--- src/rtl/pool2_cu_if.sv ---
// rtl/pool2_cu_if.sv - handshake and buffer-port bundle between pool2_cu and its neighbours
interface pool2_cu_if #(
    parameter int AW  = 7,
    parameter int NAW = 5
);
    logic           start_from_previous;
    logic           end_to_previous;
    logic           end_from_next;
    logic           start_to_next;
    logic           ifm_sel_previous;
    logic [1:0]     ifm_sel_next;
    logic           ifm_enable_read_current;
    logic [AW-1:0]  ifm_address_read_current;
    logic           pool_first;
    logic           pool_enable;
    logic           ifm_enable_write_next;
    logic [NAW-1:0] ifm_address_write_next;
    logic           pool_avg;

    modport master (
        input  start_from_previous, end_from_next,
        output end_to_previous, start_to_next, ifm_sel_previous, ifm_sel_next,
               ifm_enable_read_current, ifm_address_read_current, pool_first,
               pool_enable, ifm_enable_write_next, ifm_address_write_next, pool_avg
    );

    modport slave (
        output start_from_previous, end_from_next,
        input  end_to_previous, start_to_next, ifm_sel_previous, ifm_sel_next,
               ifm_enable_read_current, ifm_address_read_current, pool_first,
               pool_enable, ifm_enable_write_next, ifm_address_write_next, pool_avg
    );
endinterface

--- src/rtl/pool2_cu.sv ---
// rtl/pool2_cu.sv - 2x2 stride-2 pooling control unit; POOL_AVG_EN selects average pooling
module pool2_cu #(
    parameter int IFM_SIZE        = 10,
    parameter int IFM_DEPTH       = 16,
    parameter int NUMBER_OF_UNITS = 6,
    parameter int PIPE_DELAY      = 2
) (
    input  logic      clk,
    input  logic      reset,
    pool2_cu_if.master bus
);
    localparam int NUMBER_OF_GROUPS      = (IFM_DEPTH + NUMBER_OF_UNITS - 1) / NUMBER_OF_UNITS;
    localparam int IFM_SIZE_NEXT         = IFM_SIZE / 2;
    localparam int ADDRESS_SIZE_IFM      = $clog2(IFM_SIZE * IFM_SIZE);
    localparam int ADDRESS_SIZE_NEXT_IFM = $clog2(IFM_SIZE_NEXT * IFM_SIZE_NEXT);
    localparam int CW = (IFM_SIZE_NEXT > 1) ? $clog2(IFM_SIZE_NEXT) : 1;
    localparam int DW = $clog2(PIPE_DELAY + 1);
    localparam int AW = ADDRESS_SIZE_IFM;
    localparam int NAW = ADDRESS_SIZE_NEXT_IFM;

    typedef enum logic [1:0] {IDLE, READ, DRAIN, WAIT_NEXT} state_t;

    state_t                state, state_next;
    logic [1:0]            pos;
    logic [CW-1:0]         col, row;
    logic [DW-1:0]         drain_cnt;
    logic [NAW-1:0]        write_address;
    logic [1:0]            sel_next;
    logic                  sel_previous;
    logic                  pool_enable_q, pool_first_q;
    logic [PIPE_DELAY-1:0] write_pipe;
    logic                  read_strobe, end_prev, start_next, advance, last_read;
    logic [AW-1:0]         offset;

    assign last_read = (pos == 2'd3) && (col == CW'(IFM_SIZE_NEXT - 1)) &&
                       (row == CW'(IFM_SIZE_NEXT - 1));

    always_ff @(posedge clk or posedge reset) begin
        if (reset) state <= IDLE;
        else       state <= state_next;
    end

    always_comb begin
        state_next  = state;
        end_prev    = 1'b0;
        read_strobe = 1'b0;
        start_next  = 1'b0;
        advance     = 1'b0;
        case (state)
            IDLE: begin
                end_prev = 1'b1;
                if (bus.start_from_previous) state_next = READ;
            end
            READ: begin
                read_strobe = 1'b1;
                if (last_read) state_next = DRAIN;
            end
            DRAIN: begin
                if (drain_cnt == DW'(PIPE_DELAY - 1)) state_next = WAIT_NEXT;
            end
            default: begin
                if (bus.end_from_next) begin
                    start_next = 1'b1;
                    advance    = 1'b1;
                    state_next = IDLE;
                end
            end
        endcase
    end

    // Window walk: pos sweeps the 2x2 window, then col, then row
    always_ff @(posedge clk or posedge reset) begin
        if (reset) begin
            pos <= '0;
            col <= '0;
            row <= '0;
        end else if (read_strobe) begin
            pos <= pos + 2'd1;
            if (pos == 2'd3) begin
                if (col == CW'(IFM_SIZE_NEXT - 1)) begin
                    col <= '0;
                    row <= (row == CW'(IFM_SIZE_NEXT - 1)) ? '0 : row + CW'(1);
                end else begin
                    col <= col + CW'(1);
                end
            end
        end else if (state == IDLE) begin
            pos <= '0;
            col <= '0;
            row <= '0;
        end
    end

    always_comb begin
        case (pos)
            2'd0:    offset = '0;
            2'd1:    offset = AW'(1);
            2'd2:    offset = AW'(IFM_SIZE);
            default: offset = AW'(IFM_SIZE + 1);
        endcase
    end

    always_ff @(posedge clk or posedge reset) begin
        if (reset) begin
            drain_cnt     <= '0;
            write_address <= '0;
            sel_next      <= '0;
            sel_previous  <= 1'b0;
            pool_enable_q <= 1'b0;
            pool_first_q  <= 1'b0;
            write_pipe    <= '0;
        end else begin
            drain_cnt     <= (state == DRAIN) ? drain_cnt + DW'(1) : '0;
            pool_enable_q <= read_strobe;
            pool_first_q  <= read_strobe && (pos == 2'd0);
            write_pipe[0] <= read_strobe && (pos == 2'd3);
            for (int i = 1; i < PIPE_DELAY; i++) write_pipe[i] <= write_pipe[i-1];
            if (state == IDLE)
                write_address <= '0;
            else if (write_pipe[PIPE_DELAY-1])
                write_address <= (write_address == NAW'(IFM_SIZE_NEXT * IFM_SIZE_NEXT - 1)) ?
                                 '0 : write_address + NAW'(1);
            if (advance) begin
                sel_next     <= (sel_next == 2'(NUMBER_OF_GROUPS - 1)) ? 2'd0 : sel_next + 2'd1;
                sel_previous <= ~sel_previous;
            end
        end
    end

    assign bus.end_to_previous          = end_prev;
    assign bus.start_to_next            = start_next;
    assign bus.ifm_sel_previous         = sel_previous;
    assign bus.ifm_sel_next             = sel_next;
    assign bus.ifm_enable_read_current  = read_strobe;
    assign bus.ifm_address_read_current = AW'(row) * AW'(2 * IFM_SIZE) + (AW'(col) << 1) + offset;
    assign bus.pool_first               = pool_first_q;
    assign bus.pool_enable              = pool_enable_q;
    assign bus.ifm_enable_write_next    = write_pipe[PIPE_DELAY-1];
    assign bus.ifm_address_write_next   = write_address;
`ifdef POOL_AVG_EN
    assign bus.pool_avg = write_pipe[PIPE_DELAY-1];
`else
    assign bus.pool_avg = 1'b0;
`endif
endmodule

--- src/flat_wrapper.sv ---
// flat-port wrapper written by rule: the top's interface ports become plain ports
module pool2_cu_flat 
#(
    parameter int IFM_SIZE        = 10,
    parameter int IFM_DEPTH       = 16,
    parameter int NUMBER_OF_UNITS = 6,
    parameter int PIPE_DELAY      = 2
)
  (clk, reset, bus_start_from_previous, bus_end_from_next, bus_end_to_previous, bus_start_to_next, bus_ifm_sel_previous, bus_ifm_sel_next, bus_ifm_enable_read_current, bus_ifm_address_read_current, bus_pool_first, bus_pool_enable, bus_ifm_enable_write_next, bus_ifm_address_write_next, bus_pool_avg);
  pool2_cu_if #(.AW(7), .NAW(5)) bus_i ();
  input  logic clk;
  input  logic reset;
  input wire logic [$bits(bus_i.start_from_previous)-1:0] bus_start_from_previous;
  input wire logic [$bits(bus_i.end_from_next)-1:0] bus_end_from_next;
  output wire logic [$bits(bus_i.end_to_previous)-1:0] bus_end_to_previous;
  output wire logic [$bits(bus_i.start_to_next)-1:0] bus_start_to_next;
  output wire logic [$bits(bus_i.ifm_sel_previous)-1:0] bus_ifm_sel_previous;
  output wire logic [$bits(bus_i.ifm_sel_next)-1:0] bus_ifm_sel_next;
  output wire logic [$bits(bus_i.ifm_enable_read_current)-1:0] bus_ifm_enable_read_current;
  output wire logic [$bits(bus_i.ifm_address_read_current)-1:0] bus_ifm_address_read_current;
  output wire logic [$bits(bus_i.pool_first)-1:0] bus_pool_first;
  output wire logic [$bits(bus_i.pool_enable)-1:0] bus_pool_enable;
  output wire logic [$bits(bus_i.ifm_enable_write_next)-1:0] bus_ifm_enable_write_next;
  output wire logic [$bits(bus_i.ifm_address_write_next)-1:0] bus_ifm_address_write_next;
  output wire logic [$bits(bus_i.pool_avg)-1:0] bus_pool_avg;
  assign bus_i.start_from_previous = bus_start_from_previous;
  assign bus_i.end_from_next = bus_end_from_next;
  assign bus_end_to_previous = bus_i.end_to_previous;
  assign bus_start_to_next = bus_i.start_to_next;
  assign bus_ifm_sel_previous = bus_i.ifm_sel_previous;
  assign bus_ifm_sel_next = bus_i.ifm_sel_next;
  assign bus_ifm_enable_read_current = bus_i.ifm_enable_read_current;
  assign bus_ifm_address_read_current = bus_i.ifm_address_read_current;
  assign bus_pool_first = bus_i.pool_first;
  assign bus_pool_enable = bus_i.pool_enable;
  assign bus_ifm_enable_write_next = bus_i.ifm_enable_write_next;
  assign bus_ifm_address_write_next = bus_i.ifm_address_write_next;
  assign bus_pool_avg = bus_i.pool_avg;
  pool2_cu #(.IFM_SIZE(IFM_SIZE), .IFM_DEPTH(IFM_DEPTH), .NUMBER_OF_UNITS(NUMBER_OF_UNITS), .PIPE_DELAY(PIPE_DELAY)) u_core (.clk(clk), .reset(reset), .bus(bus_i));
endmodule
--- config.mk ---
export PLATFORM = sky130hd
export DESIGN_NAME = pool2_cu_flat
export DESIGN_NICKNAME = d
export VERILOG_FILES = /design/src/rtl/pool2_cu_if.sv /design/src/rtl/pool2_cu.sv /design/src/flat_wrapper.sv
export SDC_FILE = /design/constraint.sdc
export NUM_CORES = 1
export LEC_CHECK = 0
export CORE_MARGIN = 2
export CORE_UTILIZATION = 56
export CTS_CLUSTER_DIAMETER = 50
export CTS_CLUSTER_SIZE = 40
export DETAILED_ROUTE_END_ITERATION = 8
export PLACE_DENSITY = 0.84
export SKIP_LAST_GASP = 1
export SYNTH_ARGS = -nofsm -noshare
export SYNTH_HDL_FRONTEND = slang
export SYNTH_SLANG_ARGS = --single-unit
export TNS_END_PERCENT = 30
--- constraint.sdc ---
create_clock -name clk -period 5.5 [get_ports clk]
set_input_delay 1.1 -clock clk [delete_from_list [all_inputs] [get_ports clk]]
set_output_delay 1.1 -clock clk [all_outputs]
set_load 0.02 [all_outputs]
# After elaboration in Yosys (flattened, before gate mapping)
# Index checks and enable logic that the tools add are counted.
word_totals:
  ff_bits: 24
  inputBits: 4
  output_inout_bits: 22
  word_cells: 74
classes:
  addsub: 8
  n_mul: 1
  eq_ne: 15
  n_mux: 25
  bitwise: 1
  n_reduce_logical: 13
ops:
  columns: ["cell", "count"]
  rows:
  - ["$mux W3", 8]
  - ["$mux W2", 8]
  - ["$mux W5", 3]
  - ["$add A7 B4 Y7", 2]
  - ["$pmux W4 S3", 1]
  - ["$eq A2 B2 Y1 const B", 4]
  - ["$add A2 B1 Y2 const B", 3]
  - ["$add A3 B1 Y3 const B", 2]
  - ["$eq A2 B1 Y1 const B", 3]
  - ["$eq A3 B3 Y1 const B", 2]
  - ["$ne A2 B2 Y1 const B", 3]
  - ["$pmux W2 S3", 1]
  - ["$add A5 B1 Y5 const B", 1]
  - ["$eq A5 B5 Y1 const B", 1]
  - ["$mul A3 B3 Y5 const B", 1]
  - ["$logic_and A1 B1 Y1", 4]
  - ["$logic_not A2 Y1", 2]
  - ["$mux W1", 4]
  - ["$ne A2 B1 Y1 const B", 2]
  - ["$reduce_and A4 Y1", 1]
  - ["$reduce_bool A2 Y1", 2]
  - ["$reduce_bool A4 Y1", 1]
  - ["$reduce_and A3 Y1", 1]
  - ["$reduce_or A3 Y1", 1]
  - ["2 further kinds", 2]

# Longest topological paths before layout
depth:
  ltp_word: 5
  mapped_depth: 10
  mapped_depth_nobuf: 10

# Least setup slack after synthesis
# OpenSTA, ideal clock, no wires.
synth_timing:
  path_kind: "register to output"
  from: "register u_core.pos[0]"
  to: "output port bus_ifm_address_read_current[6]"
  t_arrival_ns: 2.489
  required_ns: 4.400
  setup_slack_ns: 1.911
  path_stages_with_launch: 10
  path_buffers: 0
  cell_sequence: "dfrtp_1 inv_1 ha_1 or2_2 inv_1 fa_1 fa_1 nor2b_1 o21ai_0 xnor2_1"
synth_via:
  elab_chain_cells: 3
  elab_cells_between_ends: 5
  classes_between: "add/sub: 1; eq/ne: 2; mux: 1; reduce/logical: 1"
synth_lines:
  columns: ["item", "line_no", "rtl"]
  rows:
  - ["from (decl)", "pool2_cu.sv:24", "logic [1:0] pos;"]
  - ["from (signal assigned)", "pool2_cu.sv:78", "pos <= pos + 2'd1;"]
  - ["$eq A2 B2 Y1 (tied with other cells)", "pool2_cu.sv:95", "case (pos)"]
  - ["$pmux W4 S3 (*)", "pool2_cu.sv:95", null]
  - ["$add A7 B4 Y7 (*)", "pool2_cu.sv:135", "assign bus.ifm_address_read_current = AW'(row) * AW'(2 * IFM_SIZE) + (AW'(col) << 1) + offset;"]
  - ["to (decl)", "flat_wrapper.sv:20", "output wire logic [$bits(bus_i.ifm_address_read_current)-1:0] bus_ifm_address_read_current;"]
# Every way passes the cells marked *; elsewhere a longest branch is shown, timed or not.

# Worst setup path after layout
# Same ends and word-level chain as after synthesis.

==> results.md <==
- Status: complete, no violations
- WS Path Type: reg2out
- Synth area leaders: dfrtp_1, ha_1, inv_1
- Max_slew headroom: 0.404
- Asr flop ratio synth: 1.00
- Worst skew pair latency: 320 ps
- Hold buffer count at cts: 0
- Drt first-iter violations: 23
- Cell count after synthesis: roughly 150
- Sum Neg Setup Slack: 0 ps
- Full die area: between 0.003 and 0.004 sq mm
- DRC: 0
- GRT Total Usage: 0.196
- DRT antenna net count: 0
- Fmax: 0.226 GHz
- Yosys top cell by area: dfrtp_1
- N_diodes: 0
- Post-CTS sizing: 0
- DIE HEIGHT: roughly 56 um
- Reg-to-reg critical path startpoint: u_core.state[1]
- Synthesized area: roughly 0.0015 sq mm
- Fillers: roughly 180
- Internal: 219 uW
- Hold endpoint: u_core.write_pipe[1]
- Min cycle time layout: roughly 4400 ps
- Count of different cell masters after synthesis: 33
- Final setup violation count: 0
- Grt ovf: 0
- Synth cell count leaders: dfrtp_1, ha_1, inv_1
- Hold Violations, Final: 0
- CTS buffer count: 3
- Final setup margin: 1080 ps
- Hold Path Origin: u_core.write_pipe[0]
- Most numerous cell in the Yosys netlist: dfrtp_1
- Maxcap violations: 0
- GPL Wtd Cong: 0.822
- Reg clk slew, reported paths: about 130 ps
- Initial antenna violation count: 0
- RSZ-0062 raised after global routing: no
- R2r setup slk: between 3000 and 4000 ps
- Post-synth top area share: 0.397
- Hold WC Path Type: reg2reg
- P_sw: 58.6 uW
- Drt total wl: 2730 um
- H-tree depth: 1
- Post-DP HPWL: between 2000 and 2500 um
- CP required: 4400 ps
- Rows: 18
- Standby leakage power: 0.943 nW
- CP max stage delay: about 610 ps
- Worst Path Arrival: ~3300 ps
- Largest delay share family, worst path: adder cells
- Clk pwr share: 0.341
- Number of synthesized flops with an enable pin: 0
- Crit path launch: u_core.pos[0]
- Crit share post-route: 0.803
- Pre-CTS setup slack: ~1400 ps
- R2R depth: 6
- Sequential fraction of the synthesis area: 0.397
- Highest-delay cell along the critical path: clkdlybuf4s50_1
- TritonCTS clock tree: yes
- Area Overhead vs Synth: 19.3%
- Starting Density: 0.599
- Seq pwr share: 0.636
- Hold path depth: 0
- Buffers on Ports: 24
- Final Instance Area: roughly 0.0018 sq mm
- Layout cells sized above 1: 0.0625
- Final net count: a little over 200
- Combinational power share: 0.023
- Count of pins over their slew limit: 0
- Skew final: about 3.2 ps
- # clock sinks: 24
- Seq cells post-synth: 24
- Crit-path cells: inv_1 > ha_1 > or2_2 > inv_1 > fa_1 > fa_1 > nor2b_1 > o21ai_0 > xnor2_1 > clkdlybuf4s50_1
- Reg-to-reg endpoint: u_core.state[1]
- 1st-pass router iterations: 6
- Clock Tree Buf Depth: 2
- Pin count of the biggest net entering global routing: 25
- Critical path capture point type: primary output
- Core Region: 0.00252 sq mm
- Area post-placement: approximately 0.0018 sq mm
- Drt wl/cell: roughly 13 um
- Slew of the pin with the lowest slew margin: approximately 900 ps
- Ys Warns: 0
- Io pins: 26
- Critical path peak fanout: 5
- Post-CTS setup buffers: 0
- Switch share: 0.211
- Syn_area_per_cell: 10.0 sq um
- Top_reg_cell synth: dfrtp_1
- PD cells: around 150 mW/mm^2
- Vias in the first global route: 1147
- First-pass GRT wire length: just under 5000 um
- CP bufs+invs: 3
- CTS root buf: clkbuf_4
- Vias per cell: 5.33
- Worst vdd ir: between 150 and 200 uV
- Worst setup SP type: register
- Die width: roughly 56 um
- Via count: ~1100
- Post-Syn Nets: 180
==> routing by layer <==
metal,GRT usage,part of all wire,vias to the layer above
met3,0.0558,0.032,2
met5,0,0,-
li1,-,-,547
met2,0.374,0.51,18
met1,0.224,0.45,530
met4,0.0204,0.0037,0
==> state kept, by name, indices dropped and copies added (netlist names) <==
name / count
u_core.bus.pool_first: 1
u_core.bus.ifm_sel_previous: 1
u_core.write_pipe: 2
u_core.pos: 2
u_core.bus.pool_enable: 1
u_core.bus.ifm_address_write_next: 5
u_core.drain_cnt: 2
u_core.row: 3
u_core.col: 3
u_core.bus.ifm_sel_next: 2
u_core.state: 2
==> cell type report <==
class,count,area (sq um),share of cell area
sequential,24,601,0.333
timing repair buffer,24,240,0.133
clock buffer,4,36.3,0.0201
multi-input combinational,101,802,0.445
tap,30,37.5,0.0208
inverter,23,86.3,0.0479
==> worst max path at each step <==
stage / endpoint / slack (ps) / cells after the start
2_1_floorplan: bus_ifm_address_read_current[6] / 1910 / 9
3_3_place_gp: bus_ifm_address_read_current[6] / 1510 / 10
3_5_place_dp: bus_ifm_address_read_current[6] / 1430 / 10
4_1_cts: bus_ifm_address_read_current[6] / 1050 / 10
5_1_grt: bus_ifm_address_read_current[6] / 910 / 10
6_report: bus_ifm_address_read_current[6] / 1080 / 10
==> power by group through the flow <==
stage / Combinational, mW / Clock (mW) / Sequential (mW)
after floorplan: 0.00404 / 0 / 0.180
after global placement: 0.00661 / 0 / 0.180
after detailed placement: 0.00676 / 0 / 0.180
after CTS: 0.00677 / 0.0959 / 0.176
after global routing: 0.00766 / 0.102 / 0.177
final: 0.00645 / 0.0947 / 0.176
==> per-stage QoR <==
step,hold WS (ps),instances,utilization,power (mW)
global placement,336,202,0.700,0.186
detailed placement,336,202,0.700,0.187
global route,388,206,0.715,0.287
CTS,377,206,0.715,0.279
finish,366,206,0.715,0.278
floorplan,331,151,-,0.184
==> placed cells by master (no fill, tap or decap), drive strengths merged, types with 3 or more instances in the layout <==
master and count:
clkdlybuf4s50 24, dfrtp 24, inv 23, ha 23, nand2 12, o21ai 9
nor2 8, nand3 5, a21oi 4, xnor2 4, a22o 4, clkbuf 4
and3 3, mux2i 3, nor2b 3, mux2 3
==> cell families after synthesis <==
kind of cell	Yosys count	synth area share
buffers and inverters	26	0.0720
adders and majority gates	25	0.217
DFF	24	0.397
other	1	0.00248
AOI/OAI and AO/OA	26	0.112
muxes	6	0.0447
and+or+nand+nor	38	0.126
xor gates and xnor gates	5	0.0290
No activity file was read; power rests on OpenSTA's default activity.
